[config.mk]
export PLATFORM = sky130hd
export DESIGN_NAME = tt_um_trivium
export DESIGN_NICKNAME = d
export VERILOG_FILES = /design/src/rtl/trivium_pkg.sv /design/src/rtl/trivium_core.sv /design/src/rtl/tt_um_trivium.sv
export SDC_FILE = /design/constraint.sdc
export NUM_CORES = 1
export LEC_CHECK = 0
export CAP_MARGIN = 20
export CORE_ASPECT_RATIO = 0.7
export CORE_UTILIZATION = 50
export DETAILED_ROUTE_END_ITERATION = 16
export HOLD_SLACK_MARGIN = 0.1
export PLACE_DENSITY = 0.84
export SYNTH_ARGS = -nofsm -noshare
export SYNTH_HDL_FRONTEND = slang
export SYNTH_SLANG_ARGS = --single-unit
[constraint.sdc]
create_clock -name clk -period 10.91 [get_ports clk]
set_clock_uncertainty 0.1 [all_clocks]
set_input_delay 1.6365 -clock clk [delete_from_list [all_inputs] [get_ports clk]]
set_output_delay 1.6365 -clock clk [all_outputs]
set_load 0.1 [all_outputs]
[src/rtl/trivium_pkg.sv]
// Shared Trivium constants, FSM encoding and the pure state-load / round functions.
package trivium_pkg;

  localparam int STATE_W       = 288;
  localparam int KEY_W         = 80;
  localparam int IV_W          = 80;
  localparam int WARMUP_ROUNDS = 1152;
  localparam int CNT_W         = 11;

  localparam logic [CNT_W-1:0] LAST_ROUND = CNT_W'(WARMUP_ROUNDS - 1);

  typedef enum logic [1:0] {
    IDLE = 2'd0,
    INIT = 2'd1,
    RUN  = 2'd2
  } fsm_e;

  typedef struct packed {
    logic [STATE_W-1:0] state;
    logic               z;
  } round_t;

  // Vector bit k holds Trivium cell s[k+1].
  function automatic logic [STATE_W-1:0] trivium_load(
    input logic [KEY_W-1:0] key,
    input logic [IV_W-1:0]  iv
  );
    return {3'b111, 112'b0, iv, 13'b0, key};
  endfunction

  function automatic round_t trivium_round(input logic [STATE_W-1:0] s);
    round_t r;
    logic   t1;
    logic   t2;
    logic   t3;
    t1  = s[65]  ^ s[92];
    t2  = s[161] ^ s[176];
    t3  = s[242] ^ s[287];
    r.z = t1 ^ t2 ^ t3;
    t1  = t1 ^ (s[90]  & s[91])  ^ s[170];
    t2  = t2 ^ (s[174] & s[175]) ^ s[263];
    t3  = t3 ^ (s[285] & s[286]) ^ s[68];
    // Three shift registers s1..s93, s94..s177, s178..s288, each fed at its head.
    r.state = {s[286:177], t2, s[175:93], t1, s[91:0], t3};
    return r;
  endfunction

endpackage

[src/rtl/trivium_core.sv]
// Trivium 288-bit state register with load/advance controls; z is the output bit of the current state.
module trivium_core
  import trivium_pkg::*;
(
  input  logic             clk,
  input  logic             rst_i,
  input  logic             load_i,
  input  logic             step_i,
  input  logic [KEY_W-1:0] key_i,
  input  logic [IV_W-1:0]  iv_i,
  output logic             z_o
);

  logic [STATE_W-1:0] state_q;
  logic [STATE_W-1:0] state_d;
  round_t             rnd;

  always_comb begin
    rnd     = trivium_round(state_q);
    state_d = state_q;
    if (load_i) begin
      state_d = trivium_load(key_i, iv_i);
    end else if (step_i) begin
      state_d = rnd.state;
    end
  end

  always_ff @(posedge clk or posedge rst_i) begin
    if (rst_i) begin
      state_q <= '0;
    end else begin
      state_q <= state_d;
    end
  end

  assign z_o = rnd.z;

endmodule

[src/rtl/tt_um_trivium.sv]
// TinyTapeout wrapper around trivium_core: start/rekey FSM, warm-up counter and port mapping.
// Define TRIVIUM_STATUS_EN to drive valid/busy onto uo_out[2:1].
module tt_um_trivium
  import trivium_pkg::*;
(
  input  logic             clk,
  input  logic             rst_n,
  input  logic             ena,
  input  logic [7:0]       ui_in,
  input  logic [7:0]       uio_in,
  input  logic [KEY_W-1:0] key,
  input  logic [IV_W-1:0]  iv,
  output logic [7:0]       uo_out,
  output logic [7:0]       uio_out,
  output logic [7:0]       uio_oe,
  output logic             keystream_bit
);

  fsm_e             state_q;
  logic [CNT_W-1:0] cnt_q;
  logic             valid_q;
  logic             busy_q;
  logic             start;
  logic             load;
  logic             step;
  logic             z;
  logic [1:0]       status;
  logic             unused_inputs;

  // The reset port is active-high despite its name.
  assign start = ui_in[0];
  assign load  = ena & start;
  assign step  = ena & ~start & (state_q != IDLE);

  trivium_core u_core (
    .clk    (clk),
    .rst_i  (rst_n),
    .load_i (load),
    .step_i (step),
    .key_i  (key),
    .iv_i   (iv),
    .z_o    (z)
  );

  always_ff @(posedge clk or posedge rst_n) begin
    if (rst_n) begin
      state_q <= IDLE;
      cnt_q   <= '0;
      valid_q <= 1'b0;
      busy_q  <= 1'b0;
    end else if (ena) begin
      if (start) begin
        state_q <= INIT;
        cnt_q   <= '0;
        valid_q <= 1'b0;
        busy_q  <= 1'b1;
      end else begin
        case (state_q)
          INIT: begin
            cnt_q <= cnt_q + 1'b1;
            if (cnt_q == LAST_ROUND) begin
              state_q <= RUN;
              valid_q <= 1'b1;
              busy_q  <= 1'b0;
            end
          end
          default: begin
          end
        endcase
      end
    end
  end

  assign keystream_bit = (state_q == RUN) & z;

`ifdef TRIVIUM_STATUS_EN
  assign status        = {busy_q, valid_q};
  assign unused_inputs = ^{uio_in, ui_in[7:1]};
`else
  assign status        = 2'b00;
  assign unused_inputs = ^{uio_in, ui_in[7:1], valid_q, busy_q};
`endif

  assign uo_out  = {5'b00000, status, keystream_bit};
  assign uio_out = 8'h00;
  assign uio_oe  = 8'h00;

endmodule

==> results of run 1 <==
## worst register-to-register path, delay by kind of cell (launching register included)
kind | cells | cell delay [ps]
AO/OA/AOI/OAI | 2 | 530
flip-flops | 1 | 440
AND/OR/NAND/NOR | 1 | 120
buffers and inverters | 2 | 1410
## stage by stage
stage               hold WS (ps)  cells   util  total power [W]
floorplan                    360   1288      -          0.00153
global placement             371   1662  0.575          0.00162
detailed placement           379   1662  0.575          0.00164
CTS                          393   1711  0.613          0.00263
global route                 410   1712  0.614          0.00272
finish                       387   1712  0.614          0.00261
## sequential cells by signal, summed over array words and instances (netlist names)
signal / cells
cnt_q: 11
u_core.state_q: 288
state_q: 2
## layer usage
metal  track usage  vias up  part of all wire
met5             0        -                 0
met4        0.0547        0             0.021
met3        0.0366       48             0.054
met2         0.311      245              0.46
met1         0.310     4642              0.47
li1              -     4522                 -
## path summary, 6_finish.rpt
| path | startpoint | end | slack (ps) | cells after the start |
|---|---|---|---|---|
| worst max-delay path | u_core.state_q[161]$_DFFE_PP0P_ | keystream_bit | 5880 | 5 |
| worst min-delay path | u_core.state_q[262]$_DFFE_PP0P_ | u_core.state_q[263]$_DFFE_PP0P_ | 390 | 1 |
| worst max register to register | state_q[1]$_DFFE_PP0P_ | u_core.state_q[46]$_DFFE_PP0P_ | 8220 | 5 |
| worst min register to register | u_core.state_q[262]$_DFFE_PP0P_ | u_core.state_q[263]$_DFFE_PP0P_ | 390 | 1 |
| max in group asynchronous | rst_n | u_core.state_q[10]$_DFFE_PP0P_ | 7760 | 3 |
| min in group asynchronous | rst_n | u_core.state_q[113]$_DFFE_PP0P_ | 1560 | 2 |
## layout by cell type, fill, tap and decap left out, types with 3 or more instances in the layout
cell type	synthesis	routed
inv_6	0	3
clkbuf_1	29	3
nand3_1	4	4
nand2_1	324	323
clkbuf_8	0	7
a31oi_1	158	158
o22a_1	3	3
nor2_1	164	164
bufinv_16	0	3
buf_4	30	9
dfrtp_1	301	301
o21ai_0	4	4
xnor2_1	9	9
a21oi_1	5	5
nand4_1	3	3
a22o_1	125	125
clkbuf_16	0	27
conb_1	1	23
xor2_1	8	8
clkinv_2	0	6
clkdlybuf4s50_1	0	165
## cell usage after synthesis (3+ instances only)
cell type  number  share of area
a21oi_1         5         0.0020
a22o_1        125          0.087
a31oi_1       158          0.078
buf_2          66          0.026
buf_4          30          0.018
clkbuf_1       29         0.0086
dfrtp_1       301           0.60
inv_1           3        0.00089
nand2_1       324          0.096
nand3_1         4         0.0016
nand4_1         3         0.0015
nor2_1        164          0.049
o21ai_0         4         0.0016
o22a_1          3         0.0021
xnor2_1         9         0.0062
xor2_1          8         0.0056
## power by group through the flow
stage	registers [W]	logic [W]	clock network, W
2_1_floorplan	0.00128	0.000247	0
3_3_place_gp	0.00129	0.000327	0
3_5_place_dp	0.00130	0.000337	0
4_1_cts	0.00128	0.000342	0.00101
5_1_grt	0.00129	0.000379	0.00105
6_report	0.00128	0.000340	0.000989
## logic make-up (layout without fill, tap and decap cells)
group | Yosys count | in the layout
buf+inv | 129 | 228
other cells | 1 | 23
compound gates | 305 | 305
flops | 301 | 301
xor+xnor | 17 | 17
simple gates | 512 | 512
fa+ha+maj | 1 | 1
## layout make-up
class                   instances  area (µm²)  area share
clock buffers                  37         783      0.0517
clock inverters                12         146     0.00966
inverters                       3        18.8     0.00124
multi-input cells             858        4500       0.297
flip-flops and latches        301        7530       0.497
well taps                     325         407      0.0268
repair buffers                176        1760       0.116
==> run summary, run 1 <==
antenna-violating nets left: 0
hold crit path type: flop to flop
root buffer cell: clkbuf_16
pwr dens: 172 nW/µm²
CP cell instances: xnor2_1 -> xnor2_1 -> xnor2_1 -> nor3b_1 -> clkdlybuf4s50_1
via/cell ratio: 5.52
net load switching power: 0.000674 W
DR WL/cell: 15.7 µm
Yosys cell types: 38
YS warnings: 0
routability cong.: 0.793
mapped cell area: 12,600 µm²
register bit total from synthesis: 301
Initial Utilization: 0.511
Clk network pwr share: 0.379
CTS clk-pin slew, worst paths: 70 ps
Final Cell Area: 15,100 µm²
filler instances: 1,929
# Post-CTS Setup Buffers: 0
XOR/XNOR Fraction of Synth Area: 0.0118
Sink Count: 301
DRC Markers: 0
global-route wire length before repair: 43,800 µm
layout cell share with drive strength beyond 1: 0.0461
critical path type: flop to output port
Largest stage delay, worst path: 1200 ps
maximum VDD drop: 0.137 mV
worst-skew pair later-pin latency: 530 ps
placed cell area: 14,200 µm²
outcome: completed
Synth async-reset ratio: 1.00
Resized cells post-CTS: 0
CP Capture Type: output port
Mean Syn Cell Area: 9.96 µm²
Iteration-0 DRC Markers: 899
Final setup viols: 0
Hold-fix buffers, CTS: 0
largest family of logic cells by synthesized area: compound AO/OA/AOI/OAI gates
# nets final: 1,547
Worst setup SP type: flop
Post-synth EDFFs: 0
Detailed Route WL: 26,900 µm
Via Count: 9,457
cell mode on critical path: xnor2_1
critical path's top delay family: buffers and inverters
pin count of the biggest net entering global routing: 178
die width: 192 µm
Req. time, crit path: 9170 ps
number of global-route vias before repair: 8,748
die area: 25,900 µm²
port bufs: 165
IO Pins: 204
depth of the CTS H-tree: 1
Total Routing Usage GR: 0.207
Static Leakage: 6.82 nW
Post-Syn Instances: 1,266
CTS tree: built
Fin Setup TNS: 0 ps
DP Wirelength: 15,900 µm
part of the power in registers: 0.491
min Tclk post-route: 5030 ps
switching share of power: 0.258
Core Region: 24,700 µm²
CP bufs+invs: 1
Tightest Pin Transition: 1060 ps
first-pass iteration count of the detailed router: 7
row count: 48
mux cell area share after synthesis: 0
period utilization: 0.461
Max Slew Vio Count: 0
RSZ-0062 raised after global routing: no
post-synthesis simple-gate area fraction: 0.158
grt ovf: 0
antenna violations before repair: 0
worst endpoint data arrival time: 3290 ps
final worst slack: 5880 ps
CP Max Fanout: 3
Syn-to-layout area delta: 20.1%
Gate power share: 0.130
CTS Buffer Depth: 3
die height: 135 µm
Seq/Total Area, Yosys: 0.597
diode count: 0
final hold viol count: 0
critical path's slowest cell: clkdlybuf4s50_1
fmax: 0.199 GHz
Max Cap Viol: 0
Rel. slew slack: 0.296
Place WS: 5390 ps
post-synthesis adder-cell area fraction: 0.000992
Pint: 0.00194 W
Synth Area in Compound Gates: 0.177
cts bufs inserted: 27
ys flop type: dfrtp_1
No activity file was read; power rests on OpenSTA's default activity.
==> inputs of run 2 (changes only) <==
CORE_UTILIZATION = 48   (was 50)
PLACE_DENSITY = 0.85   (was 0.84)
clock period = 4.1 ns   (was 10.91 ns; I/O delays follow)
==> run 2 against run 1 <==
  * Flip-flop and latch count unchanged
  * Power grew to 2.7 times the previous value
  * First-iteration DRC count shrank 17%
  * Die area increased by 4.1%
  * Via count down 0.65%
  * Setup slack worse by 4800 ps
  * Global-route usage shrank 1.5 points
  * Sequential power grew to 2.7 times the previous value
  * Highest routed layer unchanged
==> run summary, run 2 (synthesized netlist as in run 1, its figures left out) <==
outcome: completed
most common cell after layout, fill and taps aside: nand2_1
Largest stage delay, worst path: 410 ps
number of global-route vias before repair: 8,615
min Tclk post-route: 2970 ps
cts bufs inserted: 28
max reg flops: 288
CP bufs+invs: 1
depth of the CTS H-tree: 1
reg2reg setup slack: 2070 ps
Final Cell Area: 15,400 µm²
Storage cell area: 7530 µm²
DR WL/cell: 15.4 µm
routability cong.: 0.764
CP Capture Type: output port
pin count of the biggest net entering global routing: 169
Static Leakage: 6.95 nW
port bufs: 165
Gate power share: 0.129
crit path from: u_core.state_q[161]$_DFFE_PP0P_
root buffer cell: clkbuf_16
Sink Count: 301
antenna violations before repair: 0
switching share of power: 0.253
IO Pins: 204
Initial Utilization: 0.490
via/cell ratio: 5.42
DRC Markers: 0
Worst setup SP type: flop
CTS clk-pin slew, worst paths: 60 ps
cell mode on critical path: xnor2_1
die area: 26,900 µm²
CTS tree: built
critical path depth in cells: 5
row count: 49
critical path's slowest cell: dfrtp_1
hold path depth: 1
filler instances: 2,056
CTS Buffer Depth: 3
FF-to-FF Start: state_q[1]$_DFFE_PP0P_
DP Wirelength: 16,600 µm
Resized cells post-CTS: 0
dpl cells: 1,680
period utilization: 0.725
top flop regs: u_core.state_q x288, cnt_q x11, state_q x2
Clk network pwr share: 0.393
grt ovf: 0
first-pass iteration count of the detailed router: 5
Largest Register: u_core.state_q
Req. time, crit path: 3380 ps
final hold viol count: 0
Via Count: 9,396
area taken by multi-input logic gates: 4510 µm²
net load switching power: 0.00181 W
Max Cap Viol: 0
Total Routing Usage GR: 0.192
Iteration-0 DRC Markers: 744
CP Max Fanout: 3
hold crit path type: flop to flop
RSZ-0062 raised after global routing: no
critical path type: flop to output port
Pint: 0.00534 W
Hold-fix buffers, CTS: 0
die height: 138 µm
Layout Utilization: 0.600
number of non-filler instances in the completed layout: 1,733
# nets final: 1,560
Hold Worst Slack: 392 ps
most frequent cells in the layout: 323 x nand2_1, 301 x dfrtp_1, 164 x nor2_1, 163 x clkdlybuf4s50_1, 158 x a31oi_1
worst hold start: u_core.state_q[248]$_DFFE_PP0P_
part of the power in registers: 0.478
die width: 196 µm
maximum VDD drop: 0.289 mV
Design Power: 0.00715 W
Final setup viols: 0
reg-to-reg endpoint: u_core.state_q[166]$_DFFE_PP0P_
worst-skew pair later-pin latency: 530 ps
worst endpoint data arrival time: 2260 ps
pwr dens: 463 nW/µm²
worst r2r path cells: 4
Tightest Pin Transition: 798 ps
Max Slew Vio Count: 0
fmax: 0.336 GHz
# Post-CTS Setup Buffers: 0
Core Region: 25,700 µm²
placed cell area: 14,400 µm²
CP cell instances: xnor2_1 -> xnor2_1 -> xnor2_1 -> nor3b_2 -> buf_4
global-route wire length before repair: 42,600 µm
antenna-violating nets left: 0
Hold Crit Endpoint: u_core.state_q[249]$_DFFE_PP0P_
Rel. slew slack: 0.467
critical path's top delay family: XOR/XNOR gates
Syn-to-layout area delta: 22.4%
layout cell share with drive strength beyond 1: 0.0592
Detailed Route WL: 26,800 µm
diode count: 0
## run 2: power groups by stage
stage	Clock, W	Combinational (W)	Sequential (W)
global placement	0	0.000893	0.00345
CTS	0.00287	0.000930	0.00341
finish	0.00281	0.000923	0.00341
detailed placement	0	0.000920	0.00346
floorplan	0	0.000658	0.00342
global route	0.00299	0.00103	0.00344
## run 2: routing by layer
metal	GRT usage	vias to the layer above	wire (µm)
met5	0	-	0
met4	0.0460	0	483
met3	0.0269	34	1320
met2	0.289	238	12100
met1	0.293	4569	12800
li1	-	4555	-
## run 2: how the worst max path moves through the flow
stage	endpoint	slack, ps
finish	keystream_bit	1130
global placement	u_core.state_q[221]$_DFFE_PP0P_	1000
global route	keystream_bit	980
floorplan	cnt_q[0]$_DFFE_PP0P_	-620
CTS	keystream_bit	1090
detailed placement	u_core.state_q[212]$_DFFE_PP0P_	940
## run 2: cell type report
cell class / count / share of cell area
Clock buffer: 36 / 0.0519
Clock inverter: 16 / 0.0140
Sequential cell: 301 / 0.488
Inverter: 3 / 0.000972
Multi-Input combinational cell: 858 / 0.292
Timing Repair Buffer: 188 / 0.126
Tap cell: 331 / 0.0268
## run 2: stage by stage
stage	setup slack, ps	setup TNS (ps)
3_5_place_dp	936	0
5_1_grt	980	0
6_report	1130	0
4_1_cts	1090	0
3_3_place_gp	1000	0
2_1_floorplan	-616	-185430
## run 2: worst register-to-register path: stages (launching register included)
cell and delay, ps:
dfrtp_1 440, o31a_2 630, buf_4 510, nor2_1 90, a31oi_1 160
==> inputs of run 3 (changes only) <==
CORE_UTILIZATION = 50   (was 48)
PLACE_DENSITY = 0.84   (was 0.85)
clock period = 2.95 ns   (was 4.1 ns; I/O delays follow)
==> run 3 against run 2 <==
  * Critical path depth stayed put
  * Sequential share of layout area is 0.15 points higher
  * Global-route usage is 1.9 points higher
  * Via count is 1.2% higher
  * Non-clock buffer count stayed put
==> run summary, run 3 (synthesized netlist as in run 1, its figures left out) <==
Max Cap Viol: 0
Storage cell area: 7530 µm²
min Tclk post-route: 2770 ps
number of global-route vias before repair: 8,904
critical path's top delay family: XOR/XNOR gates
Total Routing Usage GR: 0.211
die area: 25,900 µm²
hold crit path type: primary input to async pin
die height: 135 µm
Tightest Pin Transition: 629 ps
Syn-to-layout area delta: 22.0%
diode count: 0
Core Region: 24,700 µm²
crit path from: u_core.state_q[161]$_DFFE_PP0P_
Rel. slew slack: 0.580
fmax: 0.361 GHz
first-pass iteration count of the detailed router: 5
die width: 192 µm
DP Wirelength: 17,200 µm
worst endpoint data arrival time: 2230 ps
final worst slack: 181 ps
CTS clk-pin slew, worst paths: 70 ps
Detailed Route WL: 27,500 µm
most frequent cells in the layout: 323 x nand2_1, 301 x dfrtp_1, 164 x nor2_1, 163 x clkdlybuf4s50_1, 158 x a31oi_1
reg2reg setup slack: 810 ps
antenna-violating nets left: 0
maximum VDD drop: 0.386 mV
via/cell ratio: 5.52
Req. time, crit path: 2410 ps
worst-skew pair later-pin latency: 520 ps
CP cell instances: xnor2_1 -> xnor2_1 -> xnor2_1 -> nor3b_4 -> buf_12
Largest stage delay, worst path: 410 ps
port bufs: 165
FF-to-FF Start: state_q[0]$_DFFE_PP0P_
CP bufs+invs: 1
global-route wire length before repair: 44,900 µm
worst r2r path cells: 4
Iteration-0 DRC Markers: 788
pwr dens: 624 nW/µm²
most common cell after layout, fill and taps aside: nand2_1
Max Slew Vio Count: 0
Final setup viols: 0
# nets final: 1,559
max reg flops: 288
area taken by multi-input logic gates: 4510 µm²
row count: 48
critical path's slowest cell: dfrtp_1
CP Capture Type: output port
top flop regs: u_core.state_q x288, cnt_q x11, state_q x2
grt ovf: 0
Resized cells post-CTS: 0
Initial Utilization: 0.511
layout cell share with drive strength beyond 1: 0.0565
CTS tree: built
IO Pins: 204
root buffer cell: clkbuf_16
outcome: completed
critical path type: flop to output port
filler instances: 1,929
Via Count: 9,509
CTS Buffer Depth: 3
Worst setup SP type: flop
reg-to-reg endpoint: cnt_q[10]$_DFFE_PP0P_
# Post-CTS Setup Buffers: 0
DRC Markers: 0
Sink Count: 301
antenna violations before repair: 0
CP Max Fanout: 3
Largest Register: u_core.state_q
depth of the CTS H-tree: 1
pin count of the biggest net entering global routing: 118
routability cong.: 0.796
Hold Worst Slack: 196 ps
Hold-fix buffers, CTS: 0
Static Leakage: 6.94 nW
RSZ-0062 raised after global routing: no
period utilization: 0.939
cts bufs inserted: 27
final hold viol count: 0
DR WL/cell: 16.0 µm
cell mode on critical path: xnor2_1
Place WS: 242 ps
## run 3: cell types whose count changed in the layout (fill, tap and decap cells not counted), sizes merged
| cell | before | now |
|---|---|---|
| bufinv | 5 | 2 |
| clkinvlp | 4 | 1 |
| clkbuf | 36 | 38 |
| inv | 2 | 3 |
## run 3: layer usage
layer	track usage	vias to the layer above	wire length, µm
li1	-	4542	-
met1	0.329	4697	13200
met2	0.318	240	12700
met3	0.0281	30	1330
met4	0.0353	0	369
met5	0	-	0
## run 3: worst max path at each step
stage,end,slack (ps),cells past startpoint
floorplan,cnt_q[0]$_DFFE_PP0P_,-1590,1
global placement,u_core.state_q[153]$_DFFE_PP0P_,300,5
detailed placement,u_core.state_q[66]$_DFFE_PP0P_,240,5
CTS,uo_out[0],140,5
global route,uo_out[0],40,5
finish,uo_out[0],180,5
## run 3: final cells by class
class	instances	area share
timing repair buffer	188	0.131
clock buffer	38	0.0518
clock inverter	11	0.00707
sequential	301	0.489
tap	325	0.0264
inverter	3	0.000975
multi-input combinational	858	0.293
## run 3: worst register-to-register path, cell delays in order, from the launching register on
cell and delay, ps:
dfrtp_1 500, nor2b_1 570, o21ai_4 150, or4_1 540, a21oi_1 190
## run 3: power breakdown
part	switching [W]	internal, W	leakage (nW)
Clock	0.00151	0.00206	0.458
Sequential	0.000229	0.00451	3.71
Combinational	0.000741	0.000553	2.77
## run 3: metrics by stage
step	util	TNS [ps]	total power [W]	instance area, µm²	std cells
floorplan	-	-479660	0.00566	12700	1288
global placement	0.587	0	0.00605	14500	1675
detailed placement	0.587	0	0.00610	14500	1675
CTS	0.624	0	0.00967	15400	1724
global route	0.624	0	0.0100	15400	1724
finish	0.624	0	0.00960	15400	1724
